--- src/rtl/instruction_issue.sv ---
// Instruction issue stage: queues 16-bit CORDIC instructions, hands one at a
// time to Fetch, waits for the core's done pulse, expands tan/tanh into two
// back-to-back operations and drops illegal opcodes.
module instruction_issue #(
  parameter int DEPTH = 8
) (
  input  logic                     clock,
  input  logic                     reset,
  input  logic                     wr_en,
  input  logic [15:0]              wr_packet,
  input  logic                     done,
  output logic [15:0]              InstructionPacket,
  output logic                     stall,
  output logic                     full,
  output logic                     empty,
  output logic [$clog2(DEPTH):0]   count,
  output logic                     overflow,
  output logic                     illegal
);

  localparam int AW = $clog2(DEPTH);
  localparam int CW = AW + 1;
  localparam logic [CW-1:0] DEPTH_C = CW'(DEPTH);

  typedef enum logic [1:0] {IDLE, ISSUE, WAIT} state_t;

  state_t          state, state_nxt;
  logic [15:0]     mem [DEPTH];
  logic [AW-1:0]   wr_ptr, rd_ptr;
  logic [CW-1:0]   count_nxt;
  logic            push_ok;
  logic            pop;
  logic            take_head;
  logic            load;
  logic [15:0]     pkt_nxt;
  logic            pend;
  logic [11:0]     pend_addr;
  logic            pend_set;
  logic            pend_clr;
  logic            drop;
  logic [15:0]     head;
  logic [3:0]      head_op;

  // Opcodes 9 and 11..15 have no CORDIC mapping.
  function automatic logic op_legal(input logic [3:0] op);
    return !((op == 4'd9) || (op >= 4'd11));
  endfunction

  // tan starts as opcode 0, tanh as opcode 1; the rest pass through.
  function automatic logic [3:0] map_op(input logic [3:0] op);
    case (op)
      4'd7:    return 4'd0;
      4'd8:    return 4'd1;
      default: return op;
    endcase
  endfunction

  assign head    = mem[rd_ptr];
  assign head_op = head[15:12];
  assign push_ok = wr_en & ~full;
  assign count_nxt = count + CW'(push_ok) - CW'(pop);

  // Next-state and issue decisions; all resulting outputs are registered.
  always_comb begin
    state_nxt = state;
    take_head = 1'b0;
    pop       = 1'b0;
    load      = 1'b0;
    pkt_nxt   = InstructionPacket;
    pend_set  = 1'b0;
    pend_clr  = 1'b0;
    drop      = 1'b0;
    case (state)
      IDLE: begin
        if (!empty) take_head = 1'b1;
      end
      ISSUE: begin
        state_nxt = WAIT;
      end
      WAIT: begin
        if (done) begin
          if (pend) begin
            load      = 1'b1;
            pkt_nxt   = {4'd6, pend_addr};
            pend_clr  = 1'b1;
            state_nxt = ISSUE;
          end else if (!empty) begin
            take_head = 1'b1;
          end else begin
            state_nxt = IDLE;
          end
        end
      end
      default: state_nxt = IDLE;
    endcase
    if (take_head) begin
      pop = 1'b1;
      if (op_legal(head_op)) begin
        load      = 1'b1;
        pkt_nxt   = {map_op(head_op), head[11:0]};
        pend_set  = (head_op == 4'd7) || (head_op == 4'd8);
        state_nxt = ISSUE;
      end else begin
        // Discard and look at the queue again next cycle from IDLE.
        drop      = 1'b1;
        state_nxt = IDLE;
      end
    end
  end

  // FSM state register.
  always_ff @(posedge clock) begin
    if (!reset) state <= IDLE;
    else        state <= state_nxt;
  end

  // Queue storage; pushes during reset are ignored.
  always_ff @(posedge clock) begin
    if (reset && push_ok) mem[wr_ptr] <= wr_packet;
  end

  // Queue pointers and registered status flags.
  always_ff @(posedge clock) begin
    if (!reset) begin
      wr_ptr   <= '0;
      rd_ptr   <= '0;
      count    <= '0;
      empty    <= 1'b1;
      full     <= 1'b0;
      overflow <= 1'b0;
    end else begin
      if (push_ok) wr_ptr <= wr_ptr + 1'b1;
      if (pop)     rd_ptr <= rd_ptr + 1'b1;
      count    <= count_nxt;
      empty    <= (count_nxt == '0);
      full     <= (count_nxt == DEPTH_C);
      overflow <= wr_en & full;
    end
  end

  // Issue outputs and pending second half of tan/tanh.
  always_ff @(posedge clock) begin
    if (!reset) begin
      InstructionPacket <= 16'h0000;
      stall             <= 1'b1;
      illegal           <= 1'b0;
      pend              <= 1'b0;
      pend_addr         <= 12'h000;
    end else begin
      InstructionPacket <= pkt_nxt;
      stall             <= ~load;
      illegal           <= drop;
      if (pend_set) begin
        pend      <= 1'b1;
        pend_addr <= head[11:0];
      end else if (pend_clr) begin
        pend      <= 1'b0;
      end
    end
  end

endmodule

--- config.mk ---
export PLATFORM = sky130hd
export DESIGN_NAME = instruction_issue
export DESIGN_NICKNAME = d
export VERILOG_FILES = /design/src/rtl/instruction_issue.sv
export SDC_FILE = /design/constraint.sdc
export NUM_CORES = 1
export LEC_CHECK = 0
export ABC_CLOCK_PERIOD_IN_PS = 3000
export CORE_ASPECT_RATIO = 1.4
export CORE_MARGIN = 4
export CORE_UTILIZATION = 30
export DETAILED_ROUTE_END_ITERATION = 10
export DONT_BUFFER_PORTS = 1
export SETUP_SLACK_MARGIN = 0.05
export SYNTH_ARGS = -nofsm -noshare
export SYNTH_HDL_FRONTEND = slang
export SYNTH_SLANG_ARGS = --single-unit
--- constraint.sdc ---
create_clock -name clock -period 3 [get_ports clock]
set_input_delay 0.3 -clock clock [delete_from_list [all_inputs] [get_ports clock]]
set_output_delay 0.3 -clock clock [all_outputs]
set_load 0.05 [all_outputs]
## Word-level counts from Yosys, hierarchy flattened

Memories as Yosys holds them, arrays and structs flattened. A register that Yosys moved wholly into a read port is not among the register bits.
Cells that the tools add are included.

- Output and inout bits: 25
- Input port bits: 20
- Memories kept: 1
- Bits in writable memories: 128
- Logic and storage cells: 70
- Flip-flop bits (word level): 46

Memory list:

| name | depth | bits a word | read ports | clocked after memory_dff | write ports | line | RTL |
|---|---|---|---|---|---|---|---|
| mem | 8 | 16 | 1 | 1 | 1 | 28 | `logic [15:0] mem [DEPTH];` |

- Bitwise gates (word level): 4
- Magnitude comparators: 1
- Equality and inequality tests: 9
- Muxes and demuxes: 31
- Reductions and logical operators: 8
- Add/subtract/negate cells: 4

Operator list:

| kind | number |
|---|---|
| $mux 16 | 5 |
| $mux 1 | 17 |
| $eq 4x4->1 const B | 3 |
| $mux 2 | 4 |
| $pmux 4 s2 | 1 |
| $add 3x1->3 const B | 2 |
| $mux 3 | 2 |
| $pmux 2 s3 | 1 |
| $add 4x1->4 | 1 |
| $eq 4x3->1 const B | 1 |
| $ge 4x4->1 const B | 1 |
| $logic_not 4->1 | 1 |
| $ne 4x4->1 const B | 1 |
| $sub 4x1->4 | 1 |
| $ne 3x3->1 const B | 1 |
| $reduce_and 3->1 | 1 |
| $and 1x1->1 | 2 |
| $eq 2x1->1 const B | 1 |
| $eq 2x2->1 const B | 1 |
| $logic_not 2->1 | 1 |
| $logic_or 1x1->1 | 2 |
| $ne 2x2->1 const B | 1 |
| $not 1->1 | 2 |
| $pmux 1 s2 | 1 |
| 3 further kinds | 3 |

## Depth between registers and ports, before layout

Gate-level depths: netlist (run 1).

- Depth in word-level cells: 7
- Depth in mapped cells: 11
- Depth with buffers taken out: 10

## Least setup slack after synthesis (run 1)

No wires, ideal clock.

- Path kind: register -> register
- Start: reg empty
- End: reg empty
- Library setup time: 0.074 ns
- Period minus slack after synthesis: 2.687 ns
- Data required time: 2.926 ns
- Path buffers: 1
- Stages on the path, launching flop included: 11
- Arrival: 2.613 ns
- Setup slack: 0.313 ns
- Path through: dfxtp_1 > a211o_1 > clkbuf_1 > nand2_1 > nand2_1 > ha_1 > inv_1 > fa_1 > xnor2_1 > or3b_2 > o21ai_0

- Longest elaborated chain between the ends: 7

RTL lines:

| element | line | RTL |
|---|---|---|
| start, declared | 15 | `output logic empty,` |
| start signal, assigned | 135 | `empty <= (count_nxt == '0);` |
| $mux 1 (*) | 75, 87 |  |
| $mux 1 | 82 | `if (pend) begin` |
| $mux 1 | 81 | `if (done) begin` |
| $pmux 1 s2 (*) | 73 | `case (state)` |
| $mux 1 (*) | 96 | `if (take_head) begin` |
| $sub 4x1->4 (*) | 61 | `assign count_nxt = count + CW'(push_ok) - CW'(pop);` |
| $logic_not 4->1 (*) | 135 |  |

Every way passes the cells marked *; elsewhere a longest branch is shown, timed or not.
A chain may end at the register's enable or synchronous reset.

==> flow_summary.toml, run 1 <==
[status]
outcome = "finished clean"

[cells_and_area]
area_growth_pct = 16.9
nets = 479
fillers = 2166
final_cell_mix = "edfxtp_1, dfxtp_1, nand2_1"
layout_commonest_cell = "edfxtp_1"
drive_above_1_share_pct = 23.2
final_area_um2 = 8210
finish.utilization_pct = 35.5

[sta]
min_period_ps = 2630
period_share_pct = 87.8
tightest_slew_ps = 1250
hold_viol_final = 0
skew_ps = 11.8
slew-limit-headroom_pct = 16.7
setup_violations = 0
timing.fmax_ghz = 0.380
whs_ps = 18.2
fin_tns_setup_ps = 0
slew_violations = 0
rsz0062_at_grt = "no"

[grt]
grt_pass1_wl_um = 22300
gr-usage-met3_pct = 2.82
met2_usage_pct = 19.4
busiest_layer = "met2"
grt_pass1_vias = 3851
gr-usage-met1_pct = 13.5
grt_overflow_total = 0
grt_max_degree = 29
grt_usage_pct = 11.4
antenna_found_initial = 2

[critical_path]
path_class = "reg -> reg"
critPathMaxStageDelay_ps = 1000
cp_common_cell = "a21oi_1"
crit_required_ps = 3310
arrival_ps = 2950
startpoint_type = "flop"
cp-end-kind = "flop"
r2r_cells = 5
critical_path.cell_chain = "mux4_2, mux2i_4, a21oi_1, a21oi_1, o221a_2"
crit_path_max_fanout = 14
cp_slowest_cell = "a21oi_1"

[clocking]
cts-resized-gates = 0
cts_max_path_buffers = 2
tritoncts = "yes"
post_cts_buffers = 0
h-tree-depth = 4
clock-root-buffer = "clkbuf_16"
tritoncts.num_buffers = 17
clkSinkCount = 177
cts_hold_buf = 19
path_clk_slew_ps = 70
clkLatencyLatePin_ps = 430

[drt]
drc = 0
viasPerCell = 4.69
drt_iter0_drc = 252
vias = 3628
ant_nets = 0
wl_per_cell_um = 18.4
routed_wl_um = 14200
drt_pre_antenna_iters = 4

[yosys]
ys_seq_elements = 177
ys_types = 47
syn_area_per_cell_um2 = 16.7
netlist_instances = 419
synth_ff_type = "edfxtp_1"
synth-seq-area-share_pct = 68.7
syn-cell-area_um2 = 7020
synth-warning-count = 0
async_flop_share_pct = 0
synth-edff-count = 128
syn_nets = 445

[flow_run]
maxCapViolations = 0

[placement]
dp_hpwl_um = 8820
io_buffers = 0
placed_area_um2 = 7430
gp_congestion = 0.752

[die]
die_w_um = 137
ios = 45
die-area_um2 = 25900
initial_utilization_pct = 30.4
std_cell_rows = 66
core_area_um2 = 23100
die_h_um = 189

[power_and_ir_drop]
ir_drop_mv = 0.417
power_density_nw_per_um2 = 912
leakage_nw = 2.81

[hold_path]
hold_path_class = "in -> reg"
holdPathStages = 2
==> layer usage <==
| layer | up-vias | wire length (um) |
|---|---|---|
| met2 | 87 | 7330 |
| met3 | 21 | 749 |
| li1 | 1681 | - |
| met5 | - | 0 |
| met4 | 0 | 331 |
| met1 | 1839 | 5820 |
==> critical path: cells and delay by family, from the launching register on <==
family             cells  cell delay, ps
DFF                    1             500
muxes                  2             390
AOI/OAI and AO/OA      3            1620
==> metrics by stage <==
| step | instances | total power [mW] | setup slack [ps] |
|---|---|---|---|
| 5_1_grt | 774 | 7.86 | 207 |
| 6_report | 774 | 7.49 | 365 |
| 3_5_place_dp | 721 | 5.37 | 416 |
| 4_1_cts | 772 | 7.57 | 350 |
| 3_3_place_gp | 721 | 5.31 | 526 |
| 2_1_floorplan | 419 | 4.95 | 313 |
==> Yosys cell counts (all sizes together) (2+ instances only) <==
library cell / instances / share of area [%]
ha: 5 / 0.89
mux2i: 30 / 5.0
clkbuf: 12 / 0.64
nand2b: 5 / 0.45
nor3: 14 / 1.0
nor2b: 2 / 0.18
xor2: 2 / 0.25
edfxtp: 128 / 55
nor2: 21 / 1.1
inv: 7 / 0.37
o21ai: 2 / 0.30
mux2: 12 / 1.9
buf: 10 / 1.1
a211oi: 13 / 1.5
nand3: 2 / 0.14
nand2: 39 / 2.1
a21oi: 7 / 0.50
and2: 3 / 0.27
xnor2: 5 / 0.62
mux4: 32 / 10
dfxtp: 49 / 14
nor4b: 2 / 0.46
a21o: 2 / 0.21
==> worst paths after layout <==
kind,end,startpoint,slack [ps]
worst max-delay path,InstructionPacket[13],flop,370
worst min-delay path,pend_addr[3],reset,20
worst max register to register,InstructionPacket[13],flop,370
worst min register to register,pend_addr[4],pend_addr[4],460
==> registers in the layout, indices dropped and copies added (netlist names), 2 cells and up, named ones only <==
| signal | cells |
|---|---|
| mem | 128 |
| InstructionPacket | 16 |
| pend_addr | 12 |
| count | 4 |
| rd_ptr | 3 |
| wr_ptr | 3 |
| state | 2 |
==> power breakdown <==
group	switching, mW	internal [mW]
Clock	1.04	1.12
Combinational	0.940	0.825
Sequential	0.654	2.91
Total	2.63	4.85
==> final cells by class <==
class | count | area, um2 | area share [%]
multi-input combinational | 213 | 2060 | 25.1
timing repair buffer | 37 | 325 | 3.96
inverter | 7 | 26.3 | 0.320
tap | 306 | 383 | 4.67
clock buffer | 17 | 425 | 5.18
clock inverter | 15 | 159 | 1.94
sequential | 177 | 4830 | 58.8
antenna | 2 | 5.00 | 0.0610
==> cells by family (layout without fill, tap and decap cells) <==
kind of cell | count (synthesis) | count (layout) | synth area share, %
multiplexers | 74 | 74 | 17.2
AND/OR/NAND/NOR | 94 | 94 | 6.40
other | 0 | 2 | 0
AO/OA/AOI/OAI | 32 | 32 | 3.46
buffers and inverters | 29 | 76 | 2.10
XOR/XNOR | 7 | 7 | 0.874
adder cells (fa/ha/maj) | 6 | 6 | 1.18
flip-flops | 177 | 177 | 68.7
(Power assumes the default switching activity.)
==> inputs of run 2 (changes only) <==
--- a/config.mk
+++ b/config.mk
@@ -5,12 +5,12 @@
 export SDC_FILE = /design/constraint.sdc
 export NUM_CORES = 1
 export LEC_CHECK = 0
-export ABC_CLOCK_PERIOD_IN_PS = 3000
 export CORE_ASPECT_RATIO = 1.4
 export CORE_MARGIN = 4
 export CORE_UTILIZATION = 30
 export DETAILED_ROUTE_END_ITERATION = 10
 export DONT_BUFFER_PORTS = 1
+export GPL_TIMING_DRIVEN = 0
 export SETUP_SLACK_MARGIN = 0.05
 export SYNTH_ARGS = -nofsm -noshare
 export SYNTH_HDL_FRONTEND = slang
==> constraint.sdc (replaced) <==
create_clock -name clock -period 3.3 [get_ports clock]
set_input_delay 0.33 -clock clock [delete_from_list [all_inputs] [get_ports clock]]
set_output_delay 0.33 -clock clock [all_outputs]
set_load 0.05 [all_outputs]
==> run 2 against run 1 <==
Against the previous run: design area grew 1.8%; wire length grew 0.79%; die area is the same; sequential power shrank 7.9%; worst setup slack lost 40 ps; final cell count grew 1.6%; via count grew 1.4%; first-iteration DRC count shrank 22%; sequential cell count is the same; largest power group unchanged.
==> flow_summary.toml, run 2 (synthesized netlist as in run 1, its figures left out) <==
[status]
outcome = "finished clean"

[clocking]
tritoncts = "yes"
h-tree-depth = 4
clock-root-buffer = "clkbuf_16"
tritoncts.num_buffers = 17
clkSinkCount = 177
path_clk_slew_ps = 70
clkLatencyLatePin_ps = 420
cts_max_path_buffers = 2

[grt]
grt_overflow_total = 0
grt_usage_pct = 11.6
grt_pass1_wl_um = 22900
grt_max_degree = 19
grt_pass1_vias = 3949
antenna_found_initial = 1

[die]
die_w_um = 137
die_h_um = 189
initial_utilization_pct = 30.4
ios = 45
core_area_um2 = 23100
std_cell_rows = 66
die-area_um2 = 25900

[sta]
min_period_ps = 2970
whs_ps = 55.9
tightest_slew_ps = 726
rsz0062_at_grt = "no"
setup_violations = 0
period_share_pct = 90.1
fin_tns_setup_ps = 0
slew-limit-headroom_pct = 51.5
hold_viol_final = 0
timing.fmax_ghz = 0.336
skew_ps = 7.80
slew_violations = 0

[cells_and_area]
final_cell_mix = "edfxtp_1, dfxtp_1, nand2_1"
largest_register_ff_count = 128
regMostFlops = "mem"
area_growth_pct = 19.0
top_regs = "mem (128), InstructionPacket (16), pend_addr (12)"
layout_commonest_cell = "edfxtp_1"
drive_above_1_share_pct = 23.8
nets = 492
final_area_um2 = 8350
fillers = 2148

[placement]
placed_area_um2 = 7600
dp_hpwl_um = 10300
gp_congestion = 0.745
io_buffers = 0

[critical_path]
cp-end-kind = "flop"
startpoint_type = "flop"
critical_path.cell_chain = "a211o_1, clkbuf_2, nand2_1, nand2_1, ha_1, inv_1, fa_1, xnor2_1, or3b_2, o21ai_0"
critPathMaxStageDelay_ps = 720
cp_slowest_cell = "dfxtp_1"
crit_required_ps = 3640
crit_path_max_fanout = 10
arrival_ps = 3320
r2r_start = "empty"
startpoint = "empty"
timing.critical_path.buf_inv = 2
cp_common_cell = "nand2_1"
cp_top_family = "flip-flops"
path_class = "reg -> reg"

[hold_path]
hold_path_class = "in -> reg"
min-delay-start = "wr_en"

[drt]
vias = 3678
ant_nets = 0
drc = 0
viasPerCell = 4.68
routed_wl_um = 14300
drt_iter0_drc = 197
wl_per_cell_um = 18.2
drt_pre_antenna_iters = 4

[power_and_ir_drop]
leakage_nw = 2.84
ir_drop_mv = 0.398
power_density_nw_per_um2 = 814

[flow_run]
maxCapViolations = 0
## run 2: metal layers
layer	track usage, %	share of wire (%)	up-vias
li1	-	-	1706
met1	13.7	41	1882
met2	20.6	53	72
met3	2.50	4.2	18
met4	4.26	1.9	0
met5	0	0	-
## run 2: metrics by stage
stage          setup WS (ps)  instances  util (%)  power [mW]
4_1_cts                 90.0        782      36.0        6.85
3_5_place_dp             110        735      32.9        4.92
3_3_place_gp            -551        725      32.0        4.85
6_report                 325        786      36.1        6.79
5_1_grt                  100        786      36.1        7.13
2_1_floorplan            613        419         -        4.50
## run 2: where the power goes
part / switching [mW] / internal, mW / leakage (nW)
Sequential: 0.631 / 2.64 / 1.56
Clock: 0.905 / 1.00 / 0.270
Combinational: 0.846 / 0.767 / 1.02
Total: 2.38 / 4.41 / 2.84
## run 2: area by class of cell
class | count | area, um2 | area share, %
repair buffers | 28 | 353 | 4.23
inverters | 7 | 26.3 | 0.315
clock buffers | 17 | 425 | 5.09
flip-flops and latches | 177 | 4820 | 57.8
diodes | 1 | 2.50 | 0.0300
plain buffers | 22 | 123 | 1.47
clock inverters | 15 | 143 | 1.71
well taps | 306 | 383 | 4.58
multi-input cells | 213 | 2070 | 24.8
## run 2: worst paths after layout
| path | endpoint | cells after the start | slack, ps |
|---|---|---|---|
| worst max-delay path | empty | 10 | 330 |
| worst min-delay path | overflow | 1 | 60 |
| worst max register to register | empty | 10 | 330 |
| worst min register to register | pend_addr[8] | 2 | 460 |
## run 2: what timing repair did
item	4_1_cts	5_1_grt
setup buffers	0	0
endpoints found under the hold margin	112	16
resized for setup	0	2
endpoints found under the setup margin	0	2
hold buffers	15	3
==> inputs of run 3 (changes only) <==
--- a/config.mk
+++ b/config.mk
@@ -11,7 +11,7 @@
 export DETAILED_ROUTE_END_ITERATION = 10
 export DONT_BUFFER_PORTS = 1
 export GPL_TIMING_DRIVEN = 0
-export SETUP_SLACK_MARGIN = 0.05
+export SETUP_SLACK_MARGIN = 0.5
 export SYNTH_ARGS = -nofsm -noshare
 export SYNTH_HDL_FRONTEND = slang
 export SYNTH_SLANG_ARGS = --single-unit
==> run 3 against run 2 <==
Against the previous run: global-route usage barely moved; clock skew barely moved; maximum frequency rose by 15%; first-iteration DRC count rose by 3.6%; clock power barely moved; via count rose by 0.90%; die area did not move; non-clock buffer count rose by 3; sequential cell count did not move; core utilization rose by 0.17 points.
==> flow_summary.toml, run 3 (synthesized netlist as in run 1, its figures left out) <==
[clocking]
clkLatencyLatePin_ps = 420
path_clk_slew_ps = 70
cts_max_path_buffers = 2
tritoncts = "yes"
tritoncts.num_buffers = 17
clock-root-buffer = "clkbuf_16"
h-tree-depth = 4
clkSinkCount = 177

[power_and_ir_drop]
leakage_nw = 2.86
ir_drop_mv = 0.428
seqPwrFrac_pct = 48.0
intPower_mw = 4.45
power_frac_clock_pct = 27.8
pwr-share-comb_pct = 24.2
power_density_nw_per_um2 = 816
sw_frac_of_total_pct = 34.9
p_sw_mw = 2.39

[die]
ios = 45
die_h_um = 189
die_w_um = 137
initial_utilization_pct = 30.4
die-area_um2 = 25900
core_area_um2 = 23100
std_cell_rows = 66

[critical_path]
arrival_ps = 2930
crit_required_ps = 3640
critPathMaxStageDelay_ps = 450
crit_path_max_fanout = 10
critical_path.cell_chain = "nand2b_1, a211o_2, buf_4, nand2_1, nand2_1, ha_1, inv_1, fa_1, xnor2_1, or3b_2, o21ai_0"
r2r-end = "empty"
r2r_start = "pend"
r2r_cells = 11
path_class = "reg -> reg"
cp-end-kind = "flop"
cp_slowest_cell = "or3b_2"
cp_common_cell = "nand2_1"
startpoint_type = "flop"
reg2reg_slack_ps = 700

[placement]
gp_congestion = 0.745
dp_hpwl_um = 10300
io_buffers = 0
placed_area_um2 = 7600

[sta]
skew_ps = 7.41
period_share_pct = 78.7
timing.fmax_ghz = 0.385
rsz0062_at_grt = "no"
slew-limit-headroom_pct = 51.5
min_period_ps = 2600
tightest_slew_ps = 727
hold_viol_final = 0
slew_violations = 0
setup_violations = 0
whs_ps = 54.6

[cells_and_area]
finish.utilization_pct = 36.3
top_regs = "mem (128), InstructionPacket (16), pend_addr (12)"
layout_commonest_cell = "edfxtp_1"
area_growth_pct = 19.5
fillers = 2148
final_area_um2 = 8390
largest_register_ff_count = 128
drive_above_1_share_pct = 24.9
nets = 495
final_cell_mix = "edfxtp_1, dfxtp_1, nand2_1"
regMostFlops = "mem"

[drt]
routed_wl_um = 14400
drt_pre_antenna_iters = 5
vias = 3711
wl_per_cell_um = 18.2
ant_nets = 0
viasPerCell = 4.70
drc = 0
drt_iter0_drc = 204

[hold_path]
hold_path_class = "in -> reg"
holdPathStages = 1
min-delay-start = "wr_en"
hold_end = "overflow"

[grt]
grt_usage_pct = 11.7
grt_pass1_wl_um = 22900
grt_max_degree = 19
grt_overflow_total = 0
grt_pass1_vias = 3944
antenna_found_initial = 1

[flow_run]
maxCapViolations = 0

[status]
outcome = "finished clean"
run 3: cell count changes in the layout (fill, tap and decap cells not counted), sizes merged:
| cell | delta |
|---|---|
| buf | +4 |
| clkbuf | -1 |
run 3: worst max-delay path: cells and delay by family, from the launching register on:
kind / cells / cell delay, ps
xor+xnor: 1 / 150
buf+inv: 2 / 270
flops: 1 / 350
simple gates: 4 / 800
fa+ha+maj: 2 / 530
compound gates: 2 / 400
run 3: timing repair:
item,4_1_cts,5_1_grt
pin swaps,0,1
setup endpoints to repair,2,2
hold buffers,15,3
buffers inserted,0,3
endpoints found under the hold margin,112,16
resized for setup,5,3
run 3: area by class of cell:
class	instances	area [um2]	share of cell area (%)
Timing Repair Buffer	31	375	4.47
Inverter	7	26.3	0.313
Antenna cell	1	2.50	0.0298
Clock inverter	15	143	1.70
Tap cell	306	383	4.56
Clock buffer	17	425	5.07
Sequential cell	177	4830	57.6
Multi-Input combinational cell	213	2080	24.8
Buffer	22	125	1.49
run 3: per-layer routing:
layer	up-vias	global-route usage (%)	part of all wire (%)	wire length (um)
met4	0	4.26	2.2	311
met3	20	2.50	4.2	609
met2	73	20.6	53	7620
li1	1707	-	-	-
met1	1911	13.7	41	5850
met5	-	0	0	0
run 3: power groups by stage:
stage / clock (mW) / combinational, mW / sequential, mW
detailed placement: 0 / 1.58 / 3.34
floorplan: 0 / 1.24 / 3.27
global route: 2.03 / 1.83 / 3.32
CTS: 1.93 / 1.64 / 3.30
global placement: 0 / 1.52 / 3.33
finish: 1.90 / 1.66 / 3.28
run 3: how the worst max path moves through the flow:
stage,startpoint,end,slack (ps),cells after the start
finish,pend,empty,700,11
global route,pend,empty,530,11
CTS,full,empty,510,10
detailed placement,empty,empty,110,10
global placement,full,mem[0][7],-550,4
floorplan,empty,empty,610,10
run 3: stage by stage:
| step | setup WS [ps] | total power, mW | TNS (ps) | instances |
|---|---|---|---|---|
| after floorplan | 613 | 4.50 | 0 | 419 |
| after global placement | -551 | 4.85 | -17180 | 725 |
| final | 704 | 6.85 | 0 | 789 |
| after global routing | 530 | 7.19 | 0 | 789 |
| after detailed placement | 110 | 4.92 | 0 | 735 |
| after CTS | 512 | 6.87 | 0 | 782 |
